$ cat src/rtl/arp_ctrl_if.sv
// Bundle of the ARP controller's receiver, lookup and transmitter-command signals.
// The environment drives through the master modport; the controller uses the slave modport.
interface arp_ctrl_if;
    localparam int unsigned IP_W  = 32;
    localparam int unsigned MAC_W = 48;
    localparam int unsigned OP_W  = 16;

    logic [MAC_W-1:0] i_rx_mac;
    logic [IP_W-1:0]  i_rx_ip;
    logic             i_rx_valid;
    logic             i_trig_reply;

    logic [IP_W-1:0]  i_lookup_ip;
    logic             i_lookup_valid;
    logic             o_lookup_ready;
    logic [MAC_W-1:0] o_lookup_mac;
    logic             o_lookup_done;
    logic             o_lookup_fail;

    logic             o_tx_valid;
    logic             i_tx_ready;
    logic [OP_W-1:0]  o_tx_op;
    logic [IP_W-1:0]  o_tx_dst_ip;
    logic [MAC_W-1:0] o_tx_dst_mac;

    modport master (
        output i_rx_mac, i_rx_ip, i_rx_valid, i_trig_reply,
        output i_lookup_ip, i_lookup_valid, i_tx_ready,
        input  o_lookup_ready, o_lookup_mac, o_lookup_done, o_lookup_fail,
        input  o_tx_valid, o_tx_op, o_tx_dst_ip, o_tx_dst_mac
    );

    modport slave (
        input  i_rx_mac, i_rx_ip, i_rx_valid, i_trig_reply,
        input  i_lookup_ip, i_lookup_valid, i_tx_ready,
        output o_lookup_ready, o_lookup_mac, o_lookup_done, o_lookup_fail,
        output o_tx_valid, o_tx_op, o_tx_dst_ip, o_tx_dst_mac
    );
endinterface

$ cat src/rtl/arp_ctrl.sv
// ARP resolver: 4-entry IP->MAC cache, request/retry engine for misses, and
// reply scheduling that takes priority over outgoing requests.
module arp_ctrl #(
    parameter logic [31:0] P_RETRY_CYCLES = 32'd125_000_000,
    parameter int unsigned P_MAX_RETRY    = 3
) (
    input  logic      i_clk,
    input  logic      i_rst,
    arp_ctrl_if.slave io_arp
);
    localparam int unsigned LP_ENTRIES = 4;
    localparam int unsigned LP_PTR_W   = 2;
    localparam int unsigned LP_IP_W    = 32;
    localparam int unsigned LP_MAC_W   = 48;
    localparam int unsigned LP_OP_W    = 16;
    localparam int unsigned LP_TMR_W   = 32;
    localparam int unsigned LP_RTY_W   = 8;
    localparam logic [LP_OP_W-1:0]  LP_OP_REQ = 16'd1;
    localparam logic [LP_OP_W-1:0]  LP_OP_RPL = 16'd2;
    localparam logic [LP_MAC_W-1:0] LP_BCAST  = '1;

    typedef enum logic [2:0] {IDLE, CHECK, SEND_REQ, WAIT_RSP, SEND_RPL, DONE} state_t;

    state_t                r_state;
    state_t                r_ret;
    logic                  r_cache_v   [LP_ENTRIES];
    logic [LP_IP_W-1:0]    r_cache_ip  [LP_ENTRIES];
    logic [LP_MAC_W-1:0]   r_cache_mac [LP_ENTRIES];
    logic [LP_PTR_W-1:0]   r_ptr;
    logic [LP_IP_W-1:0]    r_ip;
    logic [LP_TMR_W-1:0]   r_timer;
    logic [LP_RTY_W-1:0]   r_retry;
    logic                  r_pending;
    logic                  r_rpl_new;
    logic [LP_IP_W-1:0]    r_rpl_ip;
    logic [LP_MAC_W-1:0]   r_rpl_mac;

    logic                  w_rx_hit;
    logic [LP_PTR_W-1:0]   w_rx_idx;
    logic                  w_chk_hit;
    logic [LP_MAC_W-1:0]   w_chk_mac;
    logic                  w_rsp_match;
    logic                  w_tx_acc;
    logic                  w_timeout;
    logic                  w_retry_left;
    logic                  w_go_rpl;
    logic                  w_go_req;

    // Associative search: receiver IP for cache update, latched IP for lookup
    always_comb begin
        w_rx_hit  = 1'b0;
        w_rx_idx  = '0;
        w_chk_hit = 1'b0;
        w_chk_mac = '0;
        for (int unsigned i = 0; i < LP_ENTRIES; i++) begin
            if (r_cache_v[i] && (r_cache_ip[i] == io_arp.i_rx_ip)) begin
                w_rx_hit = 1'b1;
                w_rx_idx = LP_PTR_W'(i);
            end
            if (r_cache_v[i] && (r_cache_ip[i] == r_ip)) begin
                w_chk_hit = 1'b1;
                w_chk_mac = r_cache_mac[i];
            end
        end
    end

    assign w_rsp_match  = io_arp.i_rx_valid && (io_arp.i_rx_ip == r_ip);
    assign w_tx_acc     = io_arp.o_tx_valid && io_arp.i_tx_ready;
    assign w_timeout    = (r_timer == (P_RETRY_CYCLES - 32'd1));
    assign w_retry_left = (r_retry < LP_RTY_W'(P_MAX_RETRY));

    // A pending reply preempts every decision point that could start a request
    always_comb begin
        w_go_rpl = r_pending && ((r_state == IDLE) || (r_state == CHECK) ||
                                 ((r_state == WAIT_RSP) && !w_rsp_match));
        w_go_req = !r_pending &&
                   (((r_state == CHECK) && !w_chk_hit && !w_rsp_match) ||
                    ((r_state == WAIT_RSP) && !w_rsp_match && w_timeout && w_retry_left));
    end

    always_ff @(posedge i_clk or posedge i_rst) begin
        if (i_rst) begin
            r_state   <= IDLE;
            r_ret     <= IDLE;
            for (int unsigned i = 0; i < LP_ENTRIES; i++) begin
                r_cache_v[i]   <= 1'b0;
                r_cache_ip[i]  <= '0;
                r_cache_mac[i] <= '0;
            end
            r_ptr     <= '0;
            r_ip      <= '0;
            r_timer   <= '0;
            r_retry   <= '0;
            r_pending <= 1'b0;
            r_rpl_new <= 1'b0;
            r_rpl_ip  <= '0;
            r_rpl_mac <= '0;
            io_arp.o_lookup_ready <= 1'b0;
            io_arp.o_lookup_mac   <= '0;
            io_arp.o_lookup_done  <= 1'b0;
            io_arp.o_lookup_fail  <= 1'b0;
            io_arp.o_tx_valid     <= 1'b0;
            io_arp.o_tx_op        <= '0;
            io_arp.o_tx_dst_ip    <= '0;
            io_arp.o_tx_dst_mac   <= '0;
        end else begin
            io_arp.o_lookup_done <= 1'b0;
            io_arp.o_lookup_fail <= 1'b0;

            if (io_arp.i_rx_valid) begin
                if (w_rx_hit) begin
                    r_cache_mac[w_rx_idx] <= io_arp.i_rx_mac;
                end else begin
                    r_cache_v[r_ptr]   <= 1'b1;
                    r_cache_ip[r_ptr]  <= io_arp.i_rx_ip;
                    r_cache_mac[r_ptr] <= io_arp.i_rx_mac;
                    r_ptr              <= r_ptr + 2'd1;
                end
            end

            if (io_arp.i_trig_reply) begin
                r_rpl_ip  <= io_arp.i_rx_ip;
                r_rpl_mac <= io_arp.i_rx_mac;
                r_pending <= 1'b1;
            end

            case (r_state)
                IDLE: begin
                    if (w_go_rpl) begin
                        r_state               <= SEND_RPL;
                        io_arp.o_lookup_ready <= 1'b0;
                    end else if (io_arp.i_lookup_valid && io_arp.o_lookup_ready) begin
                        r_ip                  <= io_arp.i_lookup_ip;
                        r_retry               <= '0;
                        io_arp.o_lookup_ready <= 1'b0;
                        io_arp.o_lookup_mac   <= '0;
                        r_state               <= CHECK;
                    end else begin
                        io_arp.o_lookup_ready <= !io_arp.i_trig_reply;
                    end
                end
                CHECK: begin
                    if (w_go_rpl) begin
                        r_state <= SEND_RPL;
                    end else if (w_rsp_match || w_chk_hit) begin
                        r_state              <= DONE;
                        io_arp.o_lookup_done <= 1'b1;
                        io_arp.o_lookup_mac  <= w_rsp_match ? io_arp.i_rx_mac : w_chk_mac;
                    end else begin
                        r_state <= SEND_REQ;
                    end
                end
                SEND_REQ: begin
                    if (w_tx_acc) begin
                        io_arp.o_tx_valid <= 1'b0;
                        r_retry           <= r_retry + LP_RTY_W'(1);
                        r_timer           <= '0;
                        r_state           <= WAIT_RSP;
                    end
                end
                WAIT_RSP: begin
                    if (w_rsp_match) begin
                        r_state              <= DONE;
                        io_arp.o_lookup_done <= 1'b1;
                        io_arp.o_lookup_mac  <= io_arp.i_rx_mac;
                    end else if (w_go_rpl) begin
                        r_state <= SEND_RPL;
                    end else if (w_timeout) begin
                        if (w_retry_left) begin
                            r_state <= SEND_REQ;
                        end else begin
                            r_state              <= DONE;
                            io_arp.o_lookup_fail <= 1'b1;
                        end
                    end else begin
                        r_timer <= r_timer + 32'd1;
                    end
                end
                SEND_RPL: begin
                    // A trigger seen while presenting stays pending for another reply
                    if (w_tx_acc) begin
                        io_arp.o_tx_valid <= 1'b0;
                        r_pending         <= io_arp.i_trig_reply || r_rpl_new;
                        r_rpl_new         <= 1'b0;
                        r_state           <= r_ret;
                        if (r_ret == IDLE) begin
                            io_arp.o_lookup_ready <= !(io_arp.i_trig_reply || r_rpl_new);
                        end
                    end else if (io_arp.i_trig_reply) begin
                        r_rpl_new <= 1'b1;
                    end
                end
                DONE: begin
                    r_state               <= IDLE;
                    io_arp.o_lookup_ready <= !(r_pending || io_arp.i_trig_reply);
                end
                default: r_state <= IDLE;
            endcase

            if (w_go_rpl) begin
                r_ret               <= r_state;
                r_rpl_new           <= io_arp.i_trig_reply;
                io_arp.o_tx_valid   <= 1'b1;
                io_arp.o_tx_op      <= LP_OP_RPL;
                io_arp.o_tx_dst_ip  <= r_rpl_ip;
                io_arp.o_tx_dst_mac <= r_rpl_mac;
            end
            if (w_go_req) begin
                io_arp.o_tx_valid   <= 1'b1;
                io_arp.o_tx_op      <= LP_OP_REQ;
                io_arp.o_tx_dst_ip  <= r_ip;
                io_arp.o_tx_dst_mac <= LP_BCAST;
            end
        end
    end
endmodule

$ cat src/flat_wrapper.sv
// flat-port wrapper written by rule: the top's interface ports become plain ports
module arp_ctrl_flat 
#(
    parameter logic [31:0] P_RETRY_CYCLES = 32'd125_000_000,
    parameter int unsigned P_MAX_RETRY    = 3
)
  (i_clk, i_rst, io_arp_i_rx_mac, io_arp_i_rx_ip, io_arp_i_rx_valid, io_arp_i_trig_reply, io_arp_i_lookup_ip, io_arp_i_lookup_valid, io_arp_i_tx_ready, io_arp_o_lookup_ready, io_arp_o_lookup_mac, io_arp_o_lookup_done, io_arp_o_lookup_fail, io_arp_o_tx_valid, io_arp_o_tx_op, io_arp_o_tx_dst_ip, io_arp_o_tx_dst_mac);
  arp_ctrl_if io_arp_i ();
  input  logic i_clk;
  input  logic i_rst;
  input wire logic [$bits(io_arp_i.i_rx_mac)-1:0] io_arp_i_rx_mac;
  input wire logic [$bits(io_arp_i.i_rx_ip)-1:0] io_arp_i_rx_ip;
  input wire logic [$bits(io_arp_i.i_rx_valid)-1:0] io_arp_i_rx_valid;
  input wire logic [$bits(io_arp_i.i_trig_reply)-1:0] io_arp_i_trig_reply;
  input wire logic [$bits(io_arp_i.i_lookup_ip)-1:0] io_arp_i_lookup_ip;
  input wire logic [$bits(io_arp_i.i_lookup_valid)-1:0] io_arp_i_lookup_valid;
  input wire logic [$bits(io_arp_i.i_tx_ready)-1:0] io_arp_i_tx_ready;
  output wire logic [$bits(io_arp_i.o_lookup_ready)-1:0] io_arp_o_lookup_ready;
  output wire logic [$bits(io_arp_i.o_lookup_mac)-1:0] io_arp_o_lookup_mac;
  output wire logic [$bits(io_arp_i.o_lookup_done)-1:0] io_arp_o_lookup_done;
  output wire logic [$bits(io_arp_i.o_lookup_fail)-1:0] io_arp_o_lookup_fail;
  output wire logic [$bits(io_arp_i.o_tx_valid)-1:0] io_arp_o_tx_valid;
  output wire logic [$bits(io_arp_i.o_tx_op)-1:0] io_arp_o_tx_op;
  output wire logic [$bits(io_arp_i.o_tx_dst_ip)-1:0] io_arp_o_tx_dst_ip;
  output wire logic [$bits(io_arp_i.o_tx_dst_mac)-1:0] io_arp_o_tx_dst_mac;
  assign io_arp_i.i_rx_mac = io_arp_i_rx_mac;
  assign io_arp_i.i_rx_ip = io_arp_i_rx_ip;
  assign io_arp_i.i_rx_valid = io_arp_i_rx_valid;
  assign io_arp_i.i_trig_reply = io_arp_i_trig_reply;
  assign io_arp_i.i_lookup_ip = io_arp_i_lookup_ip;
  assign io_arp_i.i_lookup_valid = io_arp_i_lookup_valid;
  assign io_arp_i.i_tx_ready = io_arp_i_tx_ready;
  assign io_arp_o_lookup_ready = io_arp_i.o_lookup_ready;
  assign io_arp_o_lookup_mac = io_arp_i.o_lookup_mac;
  assign io_arp_o_lookup_done = io_arp_i.o_lookup_done;
  assign io_arp_o_lookup_fail = io_arp_i.o_lookup_fail;
  assign io_arp_o_tx_valid = io_arp_i.o_tx_valid;
  assign io_arp_o_tx_op = io_arp_i.o_tx_op;
  assign io_arp_o_tx_dst_ip = io_arp_i.o_tx_dst_ip;
  assign io_arp_o_tx_dst_mac = io_arp_i.o_tx_dst_mac;
  arp_ctrl #(.P_RETRY_CYCLES(P_RETRY_CYCLES), .P_MAX_RETRY(P_MAX_RETRY)) u_core (.i_clk(i_clk), .i_rst(i_rst), .io_arp(io_arp_i));
endmodule
$ cat config.mk
export PLATFORM = sky130hd
export DESIGN_NAME = arp_ctrl_flat
export DESIGN_NICKNAME = d
export VERILOG_FILES = /design/src/rtl/arp_ctrl_if.sv /design/src/rtl/arp_ctrl.sv /design/src/flat_wrapper.sv
export SDC_FILE = /design/constraint.sdc
export NUM_CORES = 2
export LEC_CHECK = 0
export ABC_AREA = 1
export CELL_PAD_IN_SITES_DETAIL_PLACEMENT = 1
export CELL_PAD_IN_SITES_GLOBAL_PLACEMENT = 1
export CORE_MARGIN = 8
export CORE_UTILIZATION = 46
export CTS_CLUSTER_DIAMETER = 30
export DETAILED_ROUTE_END_ITERATION = 8
export MAX_ROUTING_LAYER = met4
export PLACE_DENSITY_LB_ADDON = 0.1
export SLEW_MARGIN = 30
export SYNTH_ARGS = -nofsm -noshare
export SYNTH_HDL_FRONTEND = slang
export SYNTH_SLANG_ARGS = --single-unit
export TNS_END_PERCENT = 1
$ cat constraint.sdc
create_clock -name i_clk -period 31.8 [get_ports i_clk]
set_clock_uncertainty 0.2 [all_clocks]
set_input_delay 6.36 -clock i_clk [delete_from_list [all_inputs] [get_ports i_clk]]
set_output_delay 6.36 -clock i_clk [all_outputs]
set_load 0.01 [all_outputs]
==> results_dict.tcl <==
set metrics [dict create \
    drc 0 \
    grt_pass1_wl_um 336000 \
    grt_usage 0.524 \
    yosys.area_share.simple 0.365 \
    netlist_area_mm2 0.0366 \
    synth-main-ff-cell "dfrtp_1" \
    insertion_delay_ns 0.81 \
    yosysWarnings 0 \
    cts_buffers 149 \
    switching_share 0.487 \
    ys_ff_latch 620 \
    powerDensity_mw_per_mm2 117 \
    synth_top_family_by_area "simple AND/OR/NAND/NOR gates" \
    die-area_mm2 0.0889 \
    drt_first_iter_violations 7389 \
    status "finished clean" \
    clock_path_buffers 3 \
    synth_top_cell_area_share 0.424 \
    ys_types 47 \
    cp_max_fo 55 \
    drive_above_1_share 0.0678 \
    rows 103 \
    clock.fmax_mhz 89.9 \
    n_fill_cell 9923 \
    cts_tree "yes" \
    hold_ws_ns 0.280 \
    ir_drop_mv 0.0646 \
    synth_area_leaders "dfrtp_1 (42%), nand2_1 (20%), inv_1 (6.9%), nand3_1 (6.8%), o21ai_0 (5.5%)" \
    yosys.area.top_type "dfrtp_1" \
    wl_per_cell_um 34.6 \
    cts_resized 0 \
    timing_worst_slew_pin_value_ns 1.17 \
    viasPerCell 6.72 \
    p_clk_frac 0.316 \
    synth-seq-area-share 0.424 \
    grt_pass1_vias 47400 \
    synth_area_per_cell_um2 6.81 \
    layout_min_cycle_time_ns 11.12 \
    dr.pass1.iters 8 \
    p_int_mw 2.70 \
    p_total_mw 5.25 \
    syn_inst 5377 \
    slew_headroom 0.213 \
    switching_power_mw 2.56 \
    antenna_found_initial 33 \
    critPathKind "primary input to flop" \
    fin_nets 5667 \
    drv_cap 0 \
    p_comb_frac 0.393 \
    finalMaxSlewViolations 0 \
    tns_ns 0 \
    ant_nets 0 \
    grt_overflow 0 \
    hold_buffers 0 \
    end_kind "flop" \
    cp.required_ns 32.23 \
    setup_violations 0 \
    drt_wl_total_um 234000 \
    die_w_um 298 \
    die_h_um 298 \
    r2r-start "u_core.r_ip[0]$_DFFE_PP0P_" \
    crit_arrival_ns 11.55 \
    fin_util 0.571 \
    numPortBuffers 251 \
    clk_pin_slew_ns 0.06 \
    io_pins 266 \
    areaGrowthSynthToFinish_pct 22.9 \
    gp_congestion 1.12 \
    htreeDepth 4 \
    yosys.area_share.adder 0.00205 \
    fin_crit_sh 0.350 \
    synthXorXnorAreaFrac 0.0256 \
    cp-start-kind "primary input" \
    synth_edf_count 0 \
    finalHoldViolCount 0 \
    crit_top_cell "nand2_1" \
    synth_compound_area_frac 0.0680 \
    cp_num_buf_inv 4 \
    min_from "u_core.r_rpl_ip[10]$_DFFE_PP0P_" \
    async_flop_share 1.00 \
    grt_max_degree 155 \
    crit_slowest_cell "xnor2_1" \
    cp_cell_sequence "clkdlybuf4s50_1, xnor2_1, nand2_1, nor2_1, nand2_1, nor2_1, nand3_4, nand3_2, nand2_4, clkinv_2, buf_4, nand3_1, nand2_1, inv_1" \
    muxShareOfSynthArea 0 \
    hpwl_um 144000 \
    p_leak_nw 23.3 \
    min_path_type "flop to flop" \
    vias 45400 \
    post_cts_buffers 0 \
    rsz0062_at_grt "no" \
    p_seq_frac 0.291 \
    core_mm2 0.0789 \
    cts_num_sinks 620 \
    crit_family "buffers and inverters" \
    crit_path_start "io_arp_i_rx_ip[20]" \
    cts-root-buf "clkbuf_16" \
    start_util 0.464 \
    max_stage_delay_ns 0.87 \
]
-- Yosys cell counts, drive strengths merged (2+ instances only) --
| cell type | number |
|---|---|
| a211oi | 2 |
| a21oi | 17 |
| and2 | 5 |
| and3 | 7 |
| and3b | 2 |
| buf | 196 |
| clkbuf | 113 |
| dfrtp | 620 |
| ha | 6 |
| inv | 710 |
| nand2 | 1961 |
| nand3 | 500 |
| nand3b | 59 |
| nand4 | 179 |
| nor2 | 299 |
| nor3 | 90 |
| nor3b | 9 |
| nor4 | 15 |
| nor4b | 2 |
| o2111ai | 4 |
| o211ai | 3 |
| o21ai | 446 |
| o22ai | 5 |
| or2 | 11 |
| xnor2 | 58 |
| xor2 | 49 |
-- cell usage in the layout (no fill, tap or decap), types with 59 or more instances in the layout --
master	n
o21ai_0	400
clkdlybuf4s50_1	249
inv_1	676
dfrtp_1	620
clkbuf_16	152
nand2_1	1954
nor3_1	89
nor2_1	291
nand3_1	491
nand4_1	178
nand3b_1	59
-- cell type report --
type	count	area, um^2	share of cell area
Clock inverter	78	1050	0.0233
Antenna cell	31	77.6	0.00172
Tap cell	1050	1310	0.0292
Clock buffer	195	4240	0.0941
Multi-Input combinational cell	3750	17100	0.380
Inverter	711	2680	0.0595
Timing Repair Buffer	311	3050	0.0678
Sequential cell	620	15500	0.345
-- power groups by stage --
| stage | Combinational [mW] | Sequential (mW) | Clock (mW) |
|---|---|---|---|
| global placement | 1.72 | 1.41 | 0 |
| global route | 2.12 | 1.51 | 1.68 |
| CTS | 1.93 | 1.47 | 1.64 |
| detailed placement | 1.80 | 1.43 | 0 |
| floorplan | 1.03 | 1.29 | 0 |
| finish | 2.06 | 1.53 | 1.66 |
-- metal layers --
layer / GRT usage / wire [um] / up-vias
met1: 0.610 / 82500 / 22000
met5: - / 0 / -
met3: 0.218 / 33900 / 1528
li1: - / - / 17300
met2: 0.746 / 98000 / 4517
met4: 0.326 / 19300 / 0
-- stage by stage --
step	instances	cell area (um^2)	setup slack, ns
after CTS	6713	44800	21.05
after global placement	6439	39500	20.51
after floorplan	5390	36700	7.88
final	6746	45000	20.68
after detailed placement	6440	39600	20.47
after global routing	6742	45000	20.83
-- worst min-delay path: cells and delay by family (launching register included) --
family / cells / cell delay [ns]
compound gates: 1 / 0.06
simple gates: 1 / 0.05
flops: 1 / 0.33
-- sequential cells by signal, indices dropped and copies added (netlist names), 2 cells and up --
name,cells
u_core.io_arp.o_lookup_mac,48
u_core.r_ip,32
u_core.io_arp.o_tx_dst_ip,32
u_core.r_cache_v,4
u_core.r_ret,3
u_core.r_state,3
u_core.r_cache_ip,128
u_core.r_rpl_mac,48
u_core.r_rpl_ip,32
u_core.r_ptr,2
u_core.r_cache_mac,192
u_core.io_arp.o_tx_op,2
u_core.r_retry,8
u_core.r_timer,32
u_core.io_arp.o_tx_dst_mac,48
-- final timing paths --
check / end / slack, ns / depth (start not counted)
max in group asynchronous: u_core.r_cache_mac[77]$_DFFE_PP0P_ / 23.02 / 5
hold / removal: u_core.r_rpl_ip[10]$_DFFE_PP0P_ / 0.28 / 2
min in group asynchronous: u_core.io_arp.o_tx_dst_ip[12]$_DFFE_PP0P_ / 5.87 / 2
hold reg to reg: u_core.r_rpl_ip[10]$_DFFE_PP0P_ / 0.28 / 2
setup reg to reg: u_core.io_arp.o_tx_dst_mac[29]$_DFFE_PP0P_ / 25.36 / 17
setup / recovery: u_core.io_arp.o_tx_dst_mac[29]$_DFFE_PP0P_ / 20.68 / 14
-- kinds of logic after synthesis --
family	after synthesis
compound gates	484
buf+inv	1020
xor+xnor	107
flops	620
other cells	1
fa+ha+maj	6
simple gates	3139
No activity file was read; power rests on OpenSTA's default activity.
